## config.mk

```make
export PLATFORM = sky130hd
export DESIGN_NAME = uart_rx_packet_ctrl
export DESIGN_NICKNAME = d
export VERILOG_FILES = /design/src/rtl/uart_rx_packet_ctrl.sv
export SDC_FILE = /design/constraint.sdc
export NUM_CORES = 1
export LEC_CHECK = 0
export ABC_CLOCK_PERIOD_IN_PS = 4400
export CAP_MARGIN = 0
export CORE_UTILIZATION = 60
export CTS_BUF_LIST = sky130_fd_sc_hd__clkbuf_4
export DETAILED_ROUTE_END_ITERATION = 10
export HOLD_SLACK_MARGIN = 0.1
export PLACE_DENSITY = 0.78
export SLEW_MARGIN = 40
export SYNTH_ARGS = -nofsm -noshare
export SYNTH_HDL_FRONTEND = slang
export SYNTH_SLANG_ARGS = --single-unit
```

## constraint.sdc

```tcl
create_clock -name clk -period 4.4 [get_ports clk]
set_clock_uncertainty 0.05 [all_clocks]
set_input_delay 0.88 -clock clk [delete_from_list [all_inputs] [get_ports clk]]
set_output_delay 0.88 -clock clk [all_outputs]
set_load 0.005 [all_outputs]
```

## src/rtl/uart_rx_packet_ctrl.sv

```systemverilog
// Packet framer behind a UART receiver: sync, length, payload, XOR checksum; payload is released only once committed.
// Optional packet statistics counters are enabled with `define UART_RX_PKT_STATS_EN.
module uart_rx_packet_ctrl #(
  parameter int                WIDTH          = 8,
  parameter int                DEPTH          = 16,
  parameter int                MAX_LEN        = 16,
  parameter logic [WIDTH-1:0]  SYNC_BYTE      = 8'hA5,
  parameter int                TIMEOUT_CYCLES = 100000
) (
  input  logic                       clk,
  input  logic                       reset,
  input  logic [WIDTH-1:0]           rx_data,
  input  logic                       rx_valid,
  output logic [WIDTH-1:0]           out_data,
  output logic                       out_last,
  output logic                       out_valid,
  input  logic                       out_ready,
  output logic                       pkt_done,
  output logic                       pkt_err,
  output logic [1:0]                 err_code,
  output logic [$clog2(DEPTH+1)-1:0] fifo_count
`ifdef UART_RX_PKT_STATS_EN
  ,
  output logic [15:0]                good_cnt,
  output logic [15:0]                err_cnt
`endif
);

  localparam int AW = $clog2(DEPTH);
  localparam int PW = AW + 1;
  localparam int CW = $clog2(DEPTH + 1);
  localparam int TW = $clog2(TIMEOUT_CYCLES + 1);

  localparam logic [PW-1:0] DEPTH_P = PW'(DEPTH);
  localparam logic [TW-1:0] TO_LAST = TW'(TIMEOUT_CYCLES - 1);

  localparam logic [1:0] ST_IDLE    = 2'd0;
  localparam logic [1:0] ST_LEN     = 2'd1;
  localparam logic [1:0] ST_PAYLOAD = 2'd2;
  localparam logic [1:0] ST_CHECK   = 2'd3;

  localparam logic [1:0] ERR_CHK     = 2'd0;
  localparam logic [1:0] ERR_LEN     = 2'd1;
  localparam logic [1:0] ERR_OVF     = 2'd2;
  localparam logic [1:0] ERR_TIMEOUT = 2'd3;

  logic [WIDTH:0]   mem [DEPTH];
  logic [1:0]       state;
  logic [PW-1:0]    wr_ptr;
  logic [PW-1:0]    commit_ptr;
  logic [PW-1:0]    rd_ptr;
  logic [WIDTH-1:0] len_q;
  logic [WIDTH-1:0] cnt_q;
  logic [WIDTH-1:0] chk_q;
  logic [TW-1:0]    to_cnt;

  logic [PW-1:0]    used;
  logic [PW-1:0]    free_cnt;
  logic             len_bad;
  logic             len_ovf;
  logic             last_byte;
  logic             rd_fire;
  logic             timeout_hit;
  logic [WIDTH:0]   head;

  // Free space counts staged bytes too, so a packet can never overrun unread data.
  assign used        = wr_ptr - rd_ptr;
  assign free_cnt    = DEPTH_P - used;
  assign len_bad     = (rx_data == '0) || (32'(rx_data) > 32'(MAX_LEN));
  assign len_ovf     = 32'(rx_data) > 32'(free_cnt);
  assign last_byte   = (cnt_q == len_q - 1'b1);
  assign rd_fire     = out_valid && out_ready;
  assign timeout_hit = (state != ST_IDLE) && !rx_valid && (to_cnt == TO_LAST);

  // Reader only sees committed entries; the head is forced to zero when empty.
  assign head       = mem[rd_ptr[AW-1:0]];
  assign out_valid  = (rd_ptr != commit_ptr);
  assign out_data   = out_valid ? head[WIDTH-1:0] : '0;
  assign out_last   = out_valid ? head[WIDTH] : 1'b0;
  assign fifo_count = CW'(commit_ptr - rd_ptr);

  always_ff @(posedge clk) begin
    if (state == ST_PAYLOAD && rx_valid) begin
      mem[wr_ptr[AW-1:0]] <= {last_byte, rx_data};
    end
  end

  always_ff @(posedge clk) begin
    if (reset) begin
      state      <= ST_IDLE;
      wr_ptr     <= '0;
      commit_ptr <= '0;
      rd_ptr     <= '0;
      len_q      <= '0;
      cnt_q      <= '0;
      chk_q      <= '0;
      to_cnt     <= '0;
      pkt_done   <= 1'b0;
      pkt_err    <= 1'b0;
      err_code   <= ERR_CHK;
    end else begin
      pkt_done <= 1'b0;
      pkt_err  <= 1'b0;

      if (rd_fire) begin
        rd_ptr <= rd_ptr + PW'(1);
      end

      if (state == ST_IDLE || rx_valid) begin
        to_cnt <= '0;
      end else begin
        to_cnt <= to_cnt + TW'(1);
      end

      // A byte arriving on the expiry cycle keeps the packet alive.
      if (timeout_hit) begin
        wr_ptr   <= commit_ptr;
        pkt_err  <= 1'b1;
        err_code <= ERR_TIMEOUT;
        to_cnt   <= '0;
        state    <= ST_IDLE;
      end else if (rx_valid) begin
        case (state)
          ST_IDLE: begin
            if (rx_data == SYNC_BYTE) begin
              state <= ST_LEN;
            end
          end
          ST_LEN: begin
            if (len_bad) begin
              pkt_err  <= 1'b1;
              err_code <= ERR_LEN;
              state    <= ST_IDLE;
            end else if (len_ovf) begin
              pkt_err  <= 1'b1;
              err_code <= ERR_OVF;
              state    <= ST_IDLE;
            end else begin
              len_q <= rx_data;
              chk_q <= rx_data;
              cnt_q <= '0;
              state <= ST_PAYLOAD;
            end
          end
          ST_PAYLOAD: begin
            wr_ptr <= wr_ptr + PW'(1);
            chk_q  <= chk_q ^ rx_data;
            cnt_q  <= cnt_q + 1'b1;
            if (last_byte) begin
              state <= ST_CHECK;
            end
          end
          ST_CHECK: begin
            if (rx_data == chk_q) begin
              commit_ptr <= wr_ptr;
              pkt_done   <= 1'b1;
            end else begin
              wr_ptr   <= commit_ptr;
              pkt_err  <= 1'b1;
              err_code <= ERR_CHK;
            end
            state <= ST_IDLE;
          end
          default: state <= ST_IDLE;
        endcase
      end
    end
  end

`ifdef UART_RX_PKT_STATS_EN
  always_ff @(posedge clk) begin
    if (reset) begin
      good_cnt <= '0;
      err_cnt  <= '0;
    end else begin
      if (pkt_done && good_cnt != 16'hFFFF) begin
        good_cnt <= good_cnt + 16'd1;
      end
      if (pkt_err && err_cnt != 16'hFFFF) begin
        err_cnt <= err_cnt + 16'd1;
      end
    end
  end
`endif

endmodule

```

==> impl_results.md <==
* Worst Hold Depth at 1
* Crit path DAT at approximately 3 ns
* Die width at 126 um
* Cell row count at 45
* Total Neg Setup Slack at 0 ns
* Wire length reported by the detailed router at between 15 and 20 mm
* Clock sink total at 210
* Most frequent cell on the critical path: sky130_fd_sc_hd__mux4_2
* Unrepaired setup endpoints after global routing: no
* Reg-to-reg endpoint: chk_q[1]
* Fraction of final layout cells sized beyond drive strength 1 at 21.5%
* Yosys Warn Count at 0
* Library cell contributing the largest single delay on the critical path: sky130_fd_sc_hd__mux4_2
* Met3 wire length at about 1.3 mm
* Setup CP Type: reg -> out
* Worst-Margin Slew at about 0.75 ns
* Type of destination of the critical path: primary output
* Top cells by area in the synthesized netlist: sky130_fd_sc_hd__edfxtp_1, sky130_fd_sc_hd__dfxtp_1, sky130_fd_sc_hd__mux4_2
* Placed cell count at 892
* Total buffers and inverters traversed by the critical path at 2
* Max FO, Critical Path at 36
* Count of cell types in the netlist at 54
* Area growth from synthesis to final layout at 14.3%
* Detailed placement HPWL at 12.8 mm
* Worst IR drop on VDD at around 0.18 mV
* Die H at about 130 um
* Die footprint at approximately 0.016 mm2
* Post-Synthesis Mean Instance Area at between 10 and 15 um2
* Share of the synthesized area in the top cell type at between 40 and 50%
* Number of non-filler instances in the completed layout at 993
* Startpoint Class: flop
* Hold path startpoint: to_cnt[0]
* Final weighted congestion in routability-driven placement at 0.791
* Count of final hold-check violations at 0
* Met1 Routed Length at 7.56 mm
* Max-slew headroom at the worst pin at between 50% and 60%
* Maximum number of pins on one net before global-route repair at 46
* Register-to-Register Setup Slack at 0.57 ns
* Cell Pwr Density at 359 mW/mm2
* TritonRoute pass-1 iters at 5
* Max-slew violations at 0
* Number of fill cells at approximately 1000
* Cell area after synthesis at a little over 0.009 mm2
* First-pass GRT wire length at 31.4 mm
* Depth of the most critical reg-to-reg path at 13
* Portion of the clock cycle consumed by the worst path in the final layout at slightly below 90%
* Count of nets after finishing at 797
* Slowest stage delay, CP at 0.59 ns
* Leakage power total at 3.67 nW
* Setup violations, final at 0
* Shortest clock period the worst path allows after layout at 3.91 ns
* Count of buffers inserted at the top-level ports at 30
* List of most frequent post-synthesis cells: sky130_fd_sc_hd__edfxtp_1, sky130_fd_sc_hd__dfxtp_1, sky130_fd_sc_hd__nor2_1
* Number of antenna violations at the first check in global routing at 2
* Leading register cell type out of synthesis: sky130_fd_sc_hd__edfxtp_1
* Number of enable-type register cells in the synthesized netlist at 144
* Routed len/inst at about 19 um
* Post-CTS resize count at 0
* Crit Reg-Reg Startpoint: wr_ptr[2]
* Vias in the first global route at 6231
* Core Footprint at 0.0151 mm2
* Number of buffers added by the clock tree synthesis step at 53
* Clock buffer depth at 3
* CP cell instances: buf_12 -> mux4_2 -> mux4_2 -> nor2b_1 -> clkdlybuf4s50_1
* Overflow left after global routing at 0
* Worst path top cell family by delay: multiplexers
* Maximum level of the CTS H-tree at 2
* Post-cts hold buffer count at 0
* Flop and latch count out of synthesis at 210
* Clock transition at the registers of the reported paths at roughly 0.060 ns
* Number of routed nets with antenna violations at 0
* Mean number of vias per cell at 5.93
* CTS tree: yes
* Clock latency at the later pin of the worst-skew pair at around 0.67 ns
* Count leader, synth: sky130_fd_sc_hd__edfxtp_1
* Max frequency at approximately 260 MHz
* Crit path depth at 5
* Post-layout utilization of the core at 70.0%
* Number of max-cap violations at 0
* Routed length on met2 at roughly 9.6 mm
* Highest metal layer with signal wires: met4
* Post-synthesis instance total at a little under 700
* Vias at about 6000
* Cell taking the most area after synthesis: sky130_fd_sc_hd__edfxtp_1
* Starting DRT DRC Count at between 500 and 600
* Drt drc at 0
* CTS Root Cell: sky130_fd_sc_hd__clkbuf_4
* Required time of the worst setup path at 3.47 ns
* Hold EP: to_cnt[0]
* All-layer global routing usage at 25.9%
* I/O pin count at 31
* Buffer count from post-CTS setup fixing at 0
* Nets in the synthesized netlist at just over 700
* Async set-or-reset flop fraction in the synthesized netlist at 0%
* Result of the run: completed
* Initial cell density of the core at roughly three fifths
* Portion of the post-synthesis area used by sequential elements at 60.9%
* Worst Hold Class: reg -> reg
area by class of cell:
type / instances / area, um2 / share of cell area (%)
diodes: 1 / 2.50 / 0.0236
flip-flops and latches: 210 / 5650 / 53.3
clock buffers: 75 / 563 / 5.31
multi-input cells: 405 / 3370 / 31.8
repair buffers: 61 / 546 / 5.15
clock inverters: 25 / 135 / 1.27
well taps: 188 / 235 / 2.22
inverters: 28 / 105 / 0.991
worst reg2reg max path, cell delays in order (launching register included):
cell and delay [ns]:
sky130_fd_sc_hd__dfxtp_1 0.58, sky130_fd_sc_hd__inv_1 0.13, sky130_fd_sc_hd__ha_1 0.33, sky130_fd_sc_hd__ha_1 0.29
sky130_fd_sc_hd__a21o_1 0.18, sky130_fd_sc_hd__a21oi_1 0.17, sky130_fd_sc_hd__xnor2_1 0.11, sky130_fd_sc_hd__ha_1 0.30
sky130_fd_sc_hd__nand3_1 0.08, sky130_fd_sc_hd__o22ai_1 0.12, sky130_fd_sc_hd__a21oi_1 0.10, sky130_fd_sc_hd__or4_1 0.85
sky130_fd_sc_hd__o211ai_1 0.30, sky130_fd_sc_hd__a21oi_1 0.09
power by group:
| part | total, mW | internal (mW) | switching, mW |
|---|---|---|---|
| sequential | 2.10 | 2.10 | 0.0000502 |
| combinational | 0.0663 | 0.0223 | 0.0440 |
| clock | 1.64 | 0.857 | 0.779 |
| total | 3.80 | 2.98 | 0.823 |
metal layers:
metal | GRT usage, % | up-vias
li1 | - | 2726
met1 | 32.2 | 2841
met2 | 44.5 | 258
met3 | 5.19 | 66
met4 | 11.0 | 0
met5 | 0 | -
sequential cells by signal, indices dropped and copies added (netlist names), named ones only:
| name | flops |
|---|---|
| wr_ptr | 5 |
| to_cnt | 17 |
| pkt_err | 1 |
| len_q | 8 |
| chk_q | 8 |
| err_code | 2 |
| commit_ptr | 5 |
| state | 1 |
| rd_ptr | 5 |
| cnt_q | 8 |
| pkt_done | 1 |
| mem | 144 |
cells in the final DEF (no fill, tap or decap), types with 5 or more instances in the layout:
master	count
sky130_fd_sc_hd__nand4_1	12
sky130_fd_sc_hd__nor4_1	7
sky130_fd_sc_hd__ha_1	24
sky130_fd_sc_hd__clkbuf_4	75
sky130_fd_sc_hd__mux4_2	45
sky130_fd_sc_hd__nor3_1	17
sky130_fd_sc_hd__mux2i_1	8
sky130_fd_sc_hd__nand3_1	11
sky130_fd_sc_hd__nor2_1	65
sky130_fd_sc_hd__xor2_1	36
sky130_fd_sc_hd__clkinv_1	17
sky130_fd_sc_hd__xnor2_1	17
sky130_fd_sc_hd__or3_1	5
sky130_fd_sc_hd__clkdlybuf4s50_1	30
sky130_fd_sc_hd__buf_4	30
sky130_fd_sc_hd__nor2b_1	11
sky130_fd_sc_hd__dfxtp_1	65
sky130_fd_sc_hd__inv_1	28
sky130_fd_sc_hd__edfxtp_1	144
sky130_fd_sc_hd__and2_1	7
sky130_fd_sc_hd__o211ai_1	5
sky130_fd_sc_hd__nand2_1	43
sky130_fd_sc_hd__o21ai_1	5
sky130_fd_sc_hd__a21oi_1	27
cells by family after synthesis:
kind of cell | synth area share [%]
DFF | 60.9
buffers and inverters | 2.91
xor gates and xnor gates | 5.00
AOI/OAI and AO/OA | 4.71
adders and majority gates | 3.67
muxes | 11.9
and+or+nand+nor | 10.9
per-stage QoR:
stage	cell area, um2	hold WS, ns	power [mW]	worst slack, ns
after floorplan	9280	0.380	2.17	1.10
after global placement	9900	0.390	2.21	0.543
after detailed placement	9900	0.409	2.21	0.480
after CTS	10600	0.423	3.84	0.431
after global routing	10600	0.457	3.95	0.303
final	10600	0.418	3.80	0.495
worst max-delay path by stage:
| stage | start | end |
|---|---|---|
| after floorplan | wr_ptr[2] | cnt_q[0] |
| after global placement | rx_data[1] | chk_q[4] |
| after detailed placement | rx_data[1] | chk_q[2] |
| after CTS | flop | out_data[3] |
| after global routing | wr_ptr[2] | chk_q[1] |
| final | flop | out_data[7] |
Note: power is estimated with default switching activity, not from simulation.
